File: config.mk
export PLATFORM = sky130hd
export DESIGN_NAME = div_unit
export DESIGN_NICKNAME = d
export VERILOG_FILES = /design/src/rtl/div_pkg.sv /design/src/rtl/div_step.sv /design/src/rtl/div_unit.sv
export SDC_FILE = /design/constraint.sdc
export NUM_CORES = 1
export LEC_CHECK = 0
export ABC_CLOCK_PERIOD_IN_PS = 3900
export CORE_MARGIN = 4
export CORE_UTILIZATION = 48
export CTS_BUF_LIST = sky130_fd_sc_hd__clkbuf_16
export CTS_CLUSTER_DIAMETER = 80
export CTS_CLUSTER_SIZE = 20
export DETAILED_ROUTE_END_ITERATION = 6
export HOLD_SLACK_MARGIN = 0.12
export PLACE_DENSITY = 0.77
export REMOVE_ABC_BUFFERS = 1
export SYNTH_ARGS = -nofsm -noshare
export SYNTH_HDL_FRONTEND = slang
export SYNTH_HIERARCHICAL = 1
export SYNTH_SLANG_ARGS = --single-unit
File: constraint.sdc
create_clock -name clk -period 3.9 [get_ports clk]
set_clock_uncertainty 0.15 [all_clocks]
set_input_delay 0.975 -clock clk [delete_from_list [all_inputs] [get_ports clk]]
set_output_delay 0.975 -clock clk [all_outputs]
set_load 0.02 [all_outputs]
File: src/rtl/div_pkg.sv
// div_pkg: shared types and constants for the iterative RV32M divider.
//   - div_op_e    : operation encoding as presented on in_op
//   - div_state_e : control FSM states
//   - DIV_ITERS, DIV_LATENCY, special-result constants
//   - helpers to decode the op and to build the forced special results
package div_pkg;

    typedef enum logic [1:0] {
        OP_DIV  = 2'b00,
        OP_DIVU = 2'b01,
        OP_REM  = 2'b10,
        OP_REMU = 2'b11
    } div_op_e;

    typedef enum logic [2:0] {
        S_IDLE,
        S_PREP_A,
        S_PREP_B,
        S_ITER,
        S_FIX,
        S_DONE
    } div_state_e;

    localparam int          DIV_ITERS     = 32;
    localparam int          DIV_LATENCY   = 36;
    localparam logic [31:0] DIV_BY_ZERO_Q = 32'hFFFF_FFFF;
    localparam logic [31:0] DIV_OVF_Q     = 32'h8000_0000;

    // DIV/REM are signed (op[0]=0), REM/REMU return the remainder (op[1]=1).
    function automatic logic op_is_signed(div_op_e op);
        return !op[0];
    endfunction

    function automatic logic op_is_rem(div_op_e op);
        return op[1];
    endfunction

    // Result for divide-by-zero or signed overflow (0x80000000 / -1).
    function automatic logic [31:0] special_result(logic is_rem, logic div_zero,
                                                   logic [31:0] dividend);
        if (div_zero) return is_rem ? dividend : DIV_BY_ZERO_Q;
        return is_rem ? 32'h0 : DIV_OVF_Q;
    endfunction

endpackage

File: src/rtl/div_step.sv
// div_step: combinational single restoring-division step.
//   rem_i, quo_i   : current partial remainder R and quotient/dividend shifter Q
//   div_i          : divisor magnitude D
//   add_sum_i      : shared adder result for the operands driven below
//   rem_o, quo_o   : R and Q after this step
//   ge_o           : 33-bit compare {R, Q[MSB]} >= D
//   add_a_o/add_b_o/add_sel_o : adder operands computing R' - D
module div_step
    import div_pkg::*;
#(
    parameter int XLEN = 32
) (
    input  logic [XLEN-1:0] rem_i,
    input  logic [XLEN-1:0] quo_i,
    input  logic [XLEN-1:0] div_i,
    input  logic [XLEN-1:0] add_sum_i,
    output logic [XLEN-1:0] rem_o,
    output logic [XLEN-1:0] quo_o,
    output logic            ge_o,
    output logic [XLEN-1:0] add_a_o,
    output logic [XLEN-1:0] add_b_o,
    output logic            add_sel_o
);

    // Shifted remainder keeps a 33rd bit so a remainder close to 2^32 still
    // compares correctly against a large divisor.
    logic [XLEN:0] r_shift;

    assign r_shift   = {rem_i, quo_i[XLEN-1]};
    assign ge_o      = (r_shift >= {1'b0, div_i});

    // R' - D via A + ~D + 1; only meaningful (and only used) when ge_o holds,
    // in which case the difference is below D and fits in XLEN bits.
    assign add_a_o   = r_shift[XLEN-1:0];
    assign add_b_o   = ~div_i;
    assign add_sel_o = 1'b1;

    assign rem_o     = ge_o ? add_sum_i : r_shift[XLEN-1:0];
    assign quo_o     = {quo_i[XLEN-2:0], ge_o};

endmodule

File: src/rtl/div_unit.sv
// div_unit: iterative 32-bit RV32M divider (DIV, DIVU, REM, REMU).
// Shares an external add/sub unit: drives add_a/add_b/add_sel and consumes
// add_sum in the same cycle for operand negation, trial subtraction and the
// final sign fix-up.
//   clk, rst                  : clock, synchronous active-high reset
//   in_valid/in_ready         : request handshake, in_op/in_a/in_b operands
//   out_valid/out_ready       : result handshake, out_result
//   add_a/add_b/add_sel       : shared adder operands (0 when unused)
//   add_sum                   : shared adder result
// Build option: DIV_SPECIAL_FASTPATH_EN sends divide-by-zero and signed
// overflow requests from IDLE straight to DONE.
module div_unit
    import div_pkg::*;
#(
    parameter int XLEN = 32  // only 32 is supported
) (
    input  logic            clk,
    input  logic            rst,
    input  logic            in_valid,
    output logic            in_ready,
    input  logic [1:0]      in_op,
    input  logic [XLEN-1:0] in_a,
    input  logic [XLEN-1:0] in_b,
    output logic            out_valid,
    input  logic            out_ready,
    output logic [XLEN-1:0] out_result,
    output logic [XLEN-1:0] add_a,
    output logic [XLEN-1:0] add_b,
    output logic            add_sel,
    input  logic [XLEN-1:0] add_sum
);

    div_state_e      state_q, state_d;
    div_op_e         op_q, op_d;
    logic [XLEN-1:0] a_q, a_d;        // original dividend, for div-by-zero REM
    logic [XLEN-1:0] quo_q, quo_d;    // |dividend| shifting out, quotient in
    logic [XLEN-1:0] div_q, div_d;    // |divisor|
    logic [XLEN-1:0] rem_q, rem_d;
    logic [XLEN-1:0] result_q, result_d;
    logic [4:0]      cnt_q, cnt_d;
    logic            neg_a_q, neg_a_d, neg_b_q, neg_b_d;
    logic            zero_q, zero_d, ovf_q, ovf_d;
    logic            in_ready_q, in_ready_d, out_valid_q, out_valid_d;

    logic [XLEN-1:0] step_rem, step_quo, step_add_a, step_add_b;
    logic            step_add_sel, step_ge_unused;
    logic [XLEN-1:0] fix_val;
    logic            fix_neg;
    div_op_e         req_op;

    div_step #(.XLEN(XLEN)) u_step (
        .rem_i     (rem_q),
        .quo_i     (quo_q),
        .div_i     (div_q),
        .add_sum_i (add_sum),
        .rem_o     (step_rem),
        .quo_o     (step_quo),
        .ge_o      (step_ge_unused),  // already folded into step_rem/step_quo
        .add_a_o   (step_add_a),
        .add_b_o   (step_add_b),
        .add_sel_o (step_add_sel)
    );

    assign req_op  = div_op_e'(in_op);

    // Only the selected result needs a sign fix, so one adder pass suffices.
    assign fix_val = op_is_rem(op_q) ? rem_q : quo_q;
    assign fix_neg = op_is_rem(op_q) ? neg_a_q : (neg_a_q ^ neg_b_q);

    always_comb begin
        // NOTE: every signal gets a default first so no path leaves it unassigned (no latches).
        state_d  = state_q;
        op_d     = op_q;
        a_d      = a_q;
        quo_d    = quo_q;
        div_d    = div_q;
        rem_d    = rem_q;
        result_d = result_q;
        cnt_d    = cnt_q;
        neg_a_d  = neg_a_q;
        neg_b_d  = neg_b_q;
        zero_d   = zero_q;
        ovf_d    = ovf_q;
        add_a    = '0;
        add_b    = '0;
        add_sel  = 1'b0;

        unique case (state_q)
            S_IDLE: begin
                if (in_valid && in_ready_q) begin
                    op_d    = req_op;
                    a_d     = in_a;
                    quo_d   = in_a;
                    div_d   = in_b;
                    neg_a_d = op_is_signed(req_op) && in_a[XLEN-1];
                    neg_b_d = op_is_signed(req_op) && in_b[XLEN-1];
                    zero_d  = (in_b == '0);
                    ovf_d   = op_is_signed(req_op) && (in_a == DIV_OVF_Q) && (in_b == '1);
                    state_d = S_PREP_A;
`ifdef DIV_SPECIAL_FASTPATH_EN
                    if (zero_d || ovf_d) begin
                        result_d = special_result(op_is_rem(req_op), zero_d, in_a);
                        state_d  = S_DONE;
                    end
`endif
                end
            end
            S_PREP_A: begin
                add_b   = ~quo_q;
                add_sel = 1'b1;
                if (neg_a_q) quo_d = add_sum;
                state_d = S_PREP_B;
            end
            S_PREP_B: begin
                add_b   = ~div_q;
                add_sel = 1'b1;
                if (neg_b_q) div_d = add_sum;
                rem_d   = '0;
                cnt_d   = '0;
                state_d = S_ITER;
            end
            S_ITER: begin
                add_a   = step_add_a;
                add_b   = step_add_b;
                add_sel = step_add_sel;
                rem_d   = step_rem;
                quo_d   = step_quo;
                cnt_d   = cnt_q + 5'd1;
                if (cnt_q == 5'(DIV_ITERS - 1)) state_d = S_FIX;
            end
            S_FIX: begin
                add_b   = ~fix_val;
                add_sel = 1'b1;
                if (zero_q || ovf_q) result_d = special_result(op_is_rem(op_q), zero_q, a_q);
                else                 result_d = fix_neg ? add_sum : fix_val;
                state_d = S_DONE;
            end
            S_DONE: begin
                if (out_ready) state_d = S_IDLE;
            end
            default: state_d = S_IDLE;
        endcase

        in_ready_d  = (state_d == S_IDLE);
        out_valid_d = (state_d == S_DONE);
    end

    // NOTE: sequential state uses non-blocking assignments so all flops update together.
    always_ff @(posedge clk) begin
        if (rst) begin
            // NOTE: only control and visible outputs are reset; datapath registers are always loaded before use.
            state_q     <= S_IDLE;
            in_ready_q  <= 1'b1;
            out_valid_q <= 1'b0;
            result_q    <= '0;
        end else begin
            state_q     <= state_d;
            in_ready_q  <= in_ready_d;
            out_valid_q <= out_valid_d;
            result_q    <= result_d;
        end
        op_q    <= op_d;
        a_q     <= a_d;
        quo_q   <= quo_d;
        div_q   <= div_d;
        rem_q   <= rem_d;
        cnt_q   <= cnt_d;
        neg_a_q <= neg_a_d;
        neg_b_q <= neg_b_d;
        zero_q  <= zero_d;
        ovf_q   <= ovf_d;
    end

    assign in_ready   = in_ready_q;
    assign out_valid  = out_valid_q;
    assign out_result = result_q;

endmodule

==> reports/summary.json <==
{
  "status": {"value": "finished clean"},
  "r2r_start": {"value": "rem_q[1]"},
  "pre_cts_slack": {"value": 529, "unit": "ps"},
  "iteration_0_drc_count_of_the_detailed_router": {"value": 1017},
  "fillers": {"value": 1904},
  "worst-endpoint-required": {"value": 2770, "unit": "ps"},
  "area_delta_synth_final": {"value": 22.0, "unit": "%"},
  "grt_max_degree": {"value": 66},
  "start_util": {"value": 49.0, "unit": "%"},
  "syn-cell-area": {"value": 11200, "unit": "µm²"},
  "crit_fanout": {"value": 38},
  "max_slew.worst_pin.slew": {"value": 1100, "unit": "ps"},
  "sequential_cell_area": {"value": 4890, "unit": "µm²"},
  "clk_pin_slew": {"value": 70, "unit": "ps"},
  "hold_start": {"value": "out_result[14]"},
  "grt-ovfl-total": {"value": 0},
  "vdd.ir_drop.worst": {"value": 0.000279, "unit": "V"},
  "critical_path.startpoint_type": {"value": "flop"},
  "synth-edff-count": {"value": 138},
  "clock_tree.root_cell": {"value": "sky130_fd_sc_hd__clkbuf_16"},
  "detailed_place_hpwl": {"value": 25.2, "unit": "mm"},
  "detailroute.via_count": {"value": 9413},
  "worstHoldPathType": {"value": "reg -> reg"},
  "ctsLongestPathBuffers": {"value": 2},
  "synth_fa_ha_area_share": {"value": 3.81, "unit": "%"},
  "design_power_total": {"value": 5.74, "unit": "mW"},
  "maxCapViolCount": {"value": 0},
  "clock_tree.htree_level_count": {"value": 4},
  "nets": {"value": 1352},
  "yosysUniqueCellTypes": {"value": 56},
  "clkSinkCount": {"value": 175},
  "leakagePower": {"value": 5.40, "unit": "nW"},
  "synth-compound-area-share": {"value": 12.6, "unit": "%"},
  "core_area": {"value": 22800, "unit": "µm²"},
  "post_synth_and_or_nand_nor_area_fraction": {"value": 17.0, "unit": "%"},
  "slew_headroom": {"value": 26.4, "unit": "%"},
  "timing.critical_path.from": {"value": "state_q[1]"},
  "die_height": {"value": 160, "unit": "µm"},
  "post_route_cells_drive_above_1_share": {"value": 10.7, "unit": "%"},
  "final-hold-violation-count": {"value": 0},
  "synth-main-ff-cell": {"value": "sky130_fd_sc_hd__edfxtp_1"},
  "globalplace.congestion": {"value": 0.892},
  "grt_setup_unrepaired": {"value": "no"},
  "cts_tree": {"value": "built"},
  "critPathArrivalTime": {"value": 2670, "unit": "ps"},
  "wire_length_of_the_first_global_routing_pass": {"value": 55.6, "unit": "mm"},
  "fp-row-count": {"value": 55},
  "instance_count_of_the_mapped_netlist": {"value": 1105},
  "power_per_cell_area": {"value": 421, "unit": "nW/µm²"},
  "vias_per_cell": {"value": 6.10},
  "syn_area_per_cell": {"value": 10.1, "unit": "µm²"},
  "multiInputGateArea": {"value": 5230, "unit": "µm²"},
  "finalCritPeriodShare": {"value": 97.2, "unit": "%"},
  "detail-route-antenna-nets": {"value": 0},
  "path_class": {"value": "reg -> out"},
  "worst_slack": {"value": 108, "unit": "ps"},
  "timing_max_transition_violations_final": {"value": 0},
  "cp-end-kind": {"value": "output pin"},
  "synthesis.yosys.warnings": {"value": 6},
  "postSynth.asyncResetShare": {"value": 0, "unit": "%"},
  "clk-insertion-delay-late": {"value": 440, "unit": "ps"},
  "yosys-mux-area-fraction": {"value": 12.7, "unit": "%"},
  "maxClockFrequency": {"value": 0.264, "unit": "GHz"},
  "grt_pass1_vias": {"value": 9410},
  "drt-pass1-iter-count": {"value": 6},
  "fp.dieW": {"value": 160, "unit": "µm"},
  "cts_made_buffers": {"value": 17},
  "timing.final.crit_period": {"value": 3790, "unit": "ps"},
  "wl_per_cell": {"value": 24.1, "unit": "µm"},
  "fin_util": {"value": 59.8, "unit": "%"},
  "cts-hold-fix-buffers": {"value": 0},
  "routed_wl": {"value": 37.2, "unit": "mm"},
  "placement.io_buffers": {"value": 200},
  "largest_family_of_logic_cells_by_synthesized_area": {"value": "simple AND/OR/NAND/NOR gates"},
  "worst-r2r-cell-count": {"value": 9},
  "postSynthRegisterBits": {"value": 175},
  "antenna_found_initial": {"value": 5},
  "setup_viol": {"value": 0},
  "synth_seq_area_share": {"value": 43.8, "unit": "%"},
  "min_delay_path_depth": {"value": 2},
  "groute.usage.overall": {"value": 27.9, "unit": "%"},
  "synth_xor_area_share": {"value": 0.404, "unit": "%"},
  "drcViolationCount": {"value": 0},
  "dieArea": {"value": 25800, "unit": "µm²"},
  "floorplan.io_pins": {"value": 201}
}
-- cell usage in the layout, fill, tap and decap left out, types with 14 or more instances in the layout --
cell,Yosys,routed
sky130_fd_sc_hd__mux2_4,29,29
sky130_fd_sc_hd__edfxtp_1,138,138
sky130_fd_sc_hd__and2_1,34,33
sky130_fd_sc_hd__mux2i_1,95,95
sky130_fd_sc_hd__and3_1,68,68
sky130_fd_sc_hd__a311oi_1,31,31
sky130_fd_sc_hd__dfxtp_1,37,34
sky130_fd_sc_hd__buf_4,68,35
sky130_fd_sc_hd__nor4_1,15,15
sky130_fd_sc_hd__clkbuf_16,0,17
sky130_fd_sc_hd__o221ai_1,24,24
sky130_fd_sc_hd__a22oi_1,32,32
sky130_fd_sc_hd__ha_1,34,34
sky130_fd_sc_hd__clkdlybuf4s50_1,0,200
sky130_fd_sc_hd__a21oi_1,14,14
sky130_fd_sc_hd__nand2_1,141,141
sky130_fd_sc_hd__o21ai_0,71,70
sky130_fd_sc_hd__nor2_1,75,74
sky130_fd_sc_hd__inv_1,37,37
-- kinds of logic (layout without fill, tap and decap cells) --
family / Yosys count / count (layout)
simple gates: 382 / 383
buf+inv: 187 / 310
flops: 175 / 175
xor+xnor: 3 / 3
other cells: 1 / 3
mux: 127 / 127
fa+ha+maj: 34 / 34
compound gates: 196 / 196
-- layer usage --
| metal | routed length, µm | up-vias | GRT usage, % | part of all wire [%] |
|---|---|---|---|---|
| li1 | - | 4225 | - | - |
| met5 | 15 | - | 0 | 0.040 |
| met4 | 1370 | 4 | 12.4 | 3.7 |
| met2 | 17400 | 571 | 45.0 | 47 |
| met3 | 3510 | 91 | 6.13 | 9.4 |
| met1 | 14900 | 4522 | 36.2 | 40 |
-- cell type report --
class / instances / area share [%]
antenna: 2 / 0.0367
clock buffer: 17 / 3.12
clock inverter: 15 / 1.18
inverter: 37 / 1.02
multi-input combinational: 744 / 38.4
sequential: 175 / 35.9
tap: 313 / 2.88
timing repair buffer: 241 / 17.4
-- state kept, by name, indices dropped and copies added (netlist names), 3 cells and up --
name,flops
a_q,32
div_q,32
out_result,32
quo_q,32
rem_q,32
cnt_q,5
state_q,3
-- power by group --
group	leakage, nW	internal (mW)	total (mW)	switching, mW
registers	1.61	2.26	2.38	0.126
logic	3.50	0.646	1.61	0.961
clock network	0.287	0.957	1.75	0.791
-- through the flow --
step / instances / area, µm² / hold WS (ps) / TNS, ps
2_1_floorplan: 955 / 10200 / 411 / -616790
3_3_place_gp: 1505 / 13000 / 336 / 0
3_5_place_dp: 1505 / 13000 / 342 / 0
4_1_cts: 1537 / 13600 / 351 / 0
5_1_grt: 1544 / 13600 / 374 / 0
6_report: 1544 / 13600 / 350 / 0
-- path summary, 6_finish.rpt --
path / slack (ps) / to
min: 350 / out_result[14]
max: 110 / add_b[31]
max reg2reg: 530 / rem_q[31]
min reg2reg: 350 / out_result[14]
-- what timing repair did --
item,CTS,global route
buffers inserted,0,4
endpoints found under the setup margin,0,11
resized for setup,0,2
-- critical path: stages (launching register included) --
cell and delay, ps:
sky130_fd_sc_hd__dfxtp_2 350, sky130_fd_sc_hd__nor2_2 330, sky130_fd_sc_hd__and2_4 370, sky130_fd_sc_hd__buf_12 260, sky130_fd_sc_hd__a22oi_1 100, sky130_fd_sc_hd__o221ai_1 130
sky130_fd_sc_hd__clkdlybuf4s50_1 670
-- Yosys cell counts (29+ instances only) --
| cell | instances | area [µm²] |
|---|---|---|
| sky130_fd_sc_hd__nand2_1 | 141 | 529 |
| sky130_fd_sc_hd__inv_1 | 37 | 139 |
| sky130_fd_sc_hd__nor2_1 | 75 | 282 |
| sky130_fd_sc_hd__a311oi_1 | 31 | 272 |
| sky130_fd_sc_hd__buf_2 | 30 | 150 |
| sky130_fd_sc_hd__ha_1 | 34 | 425 |
| sky130_fd_sc_hd__a22oi_1 | 32 | 240 |
| sky130_fd_sc_hd__mux2i_1 | 95 | 951 |
| sky130_fd_sc_hd__mux2_4 | 29 | 435 |
| sky130_fd_sc_hd__and3_1 | 68 | 425 |
| sky130_fd_sc_hd__buf_4 | 68 | 510 |
| sky130_fd_sc_hd__o21ai_0 | 71 | 355 |
| sky130_fd_sc_hd__edfxtp_1 | 138 | 4140 |
| sky130_fd_sc_hd__and2_1 | 34 | 213 |
| sky130_fd_sc_hd__dfxtp_1 | 37 | 741 |
| sky130_fd_sc_hd__clkbuf_1 | 38 | 143 |
(Power assumes the default switching activity.)
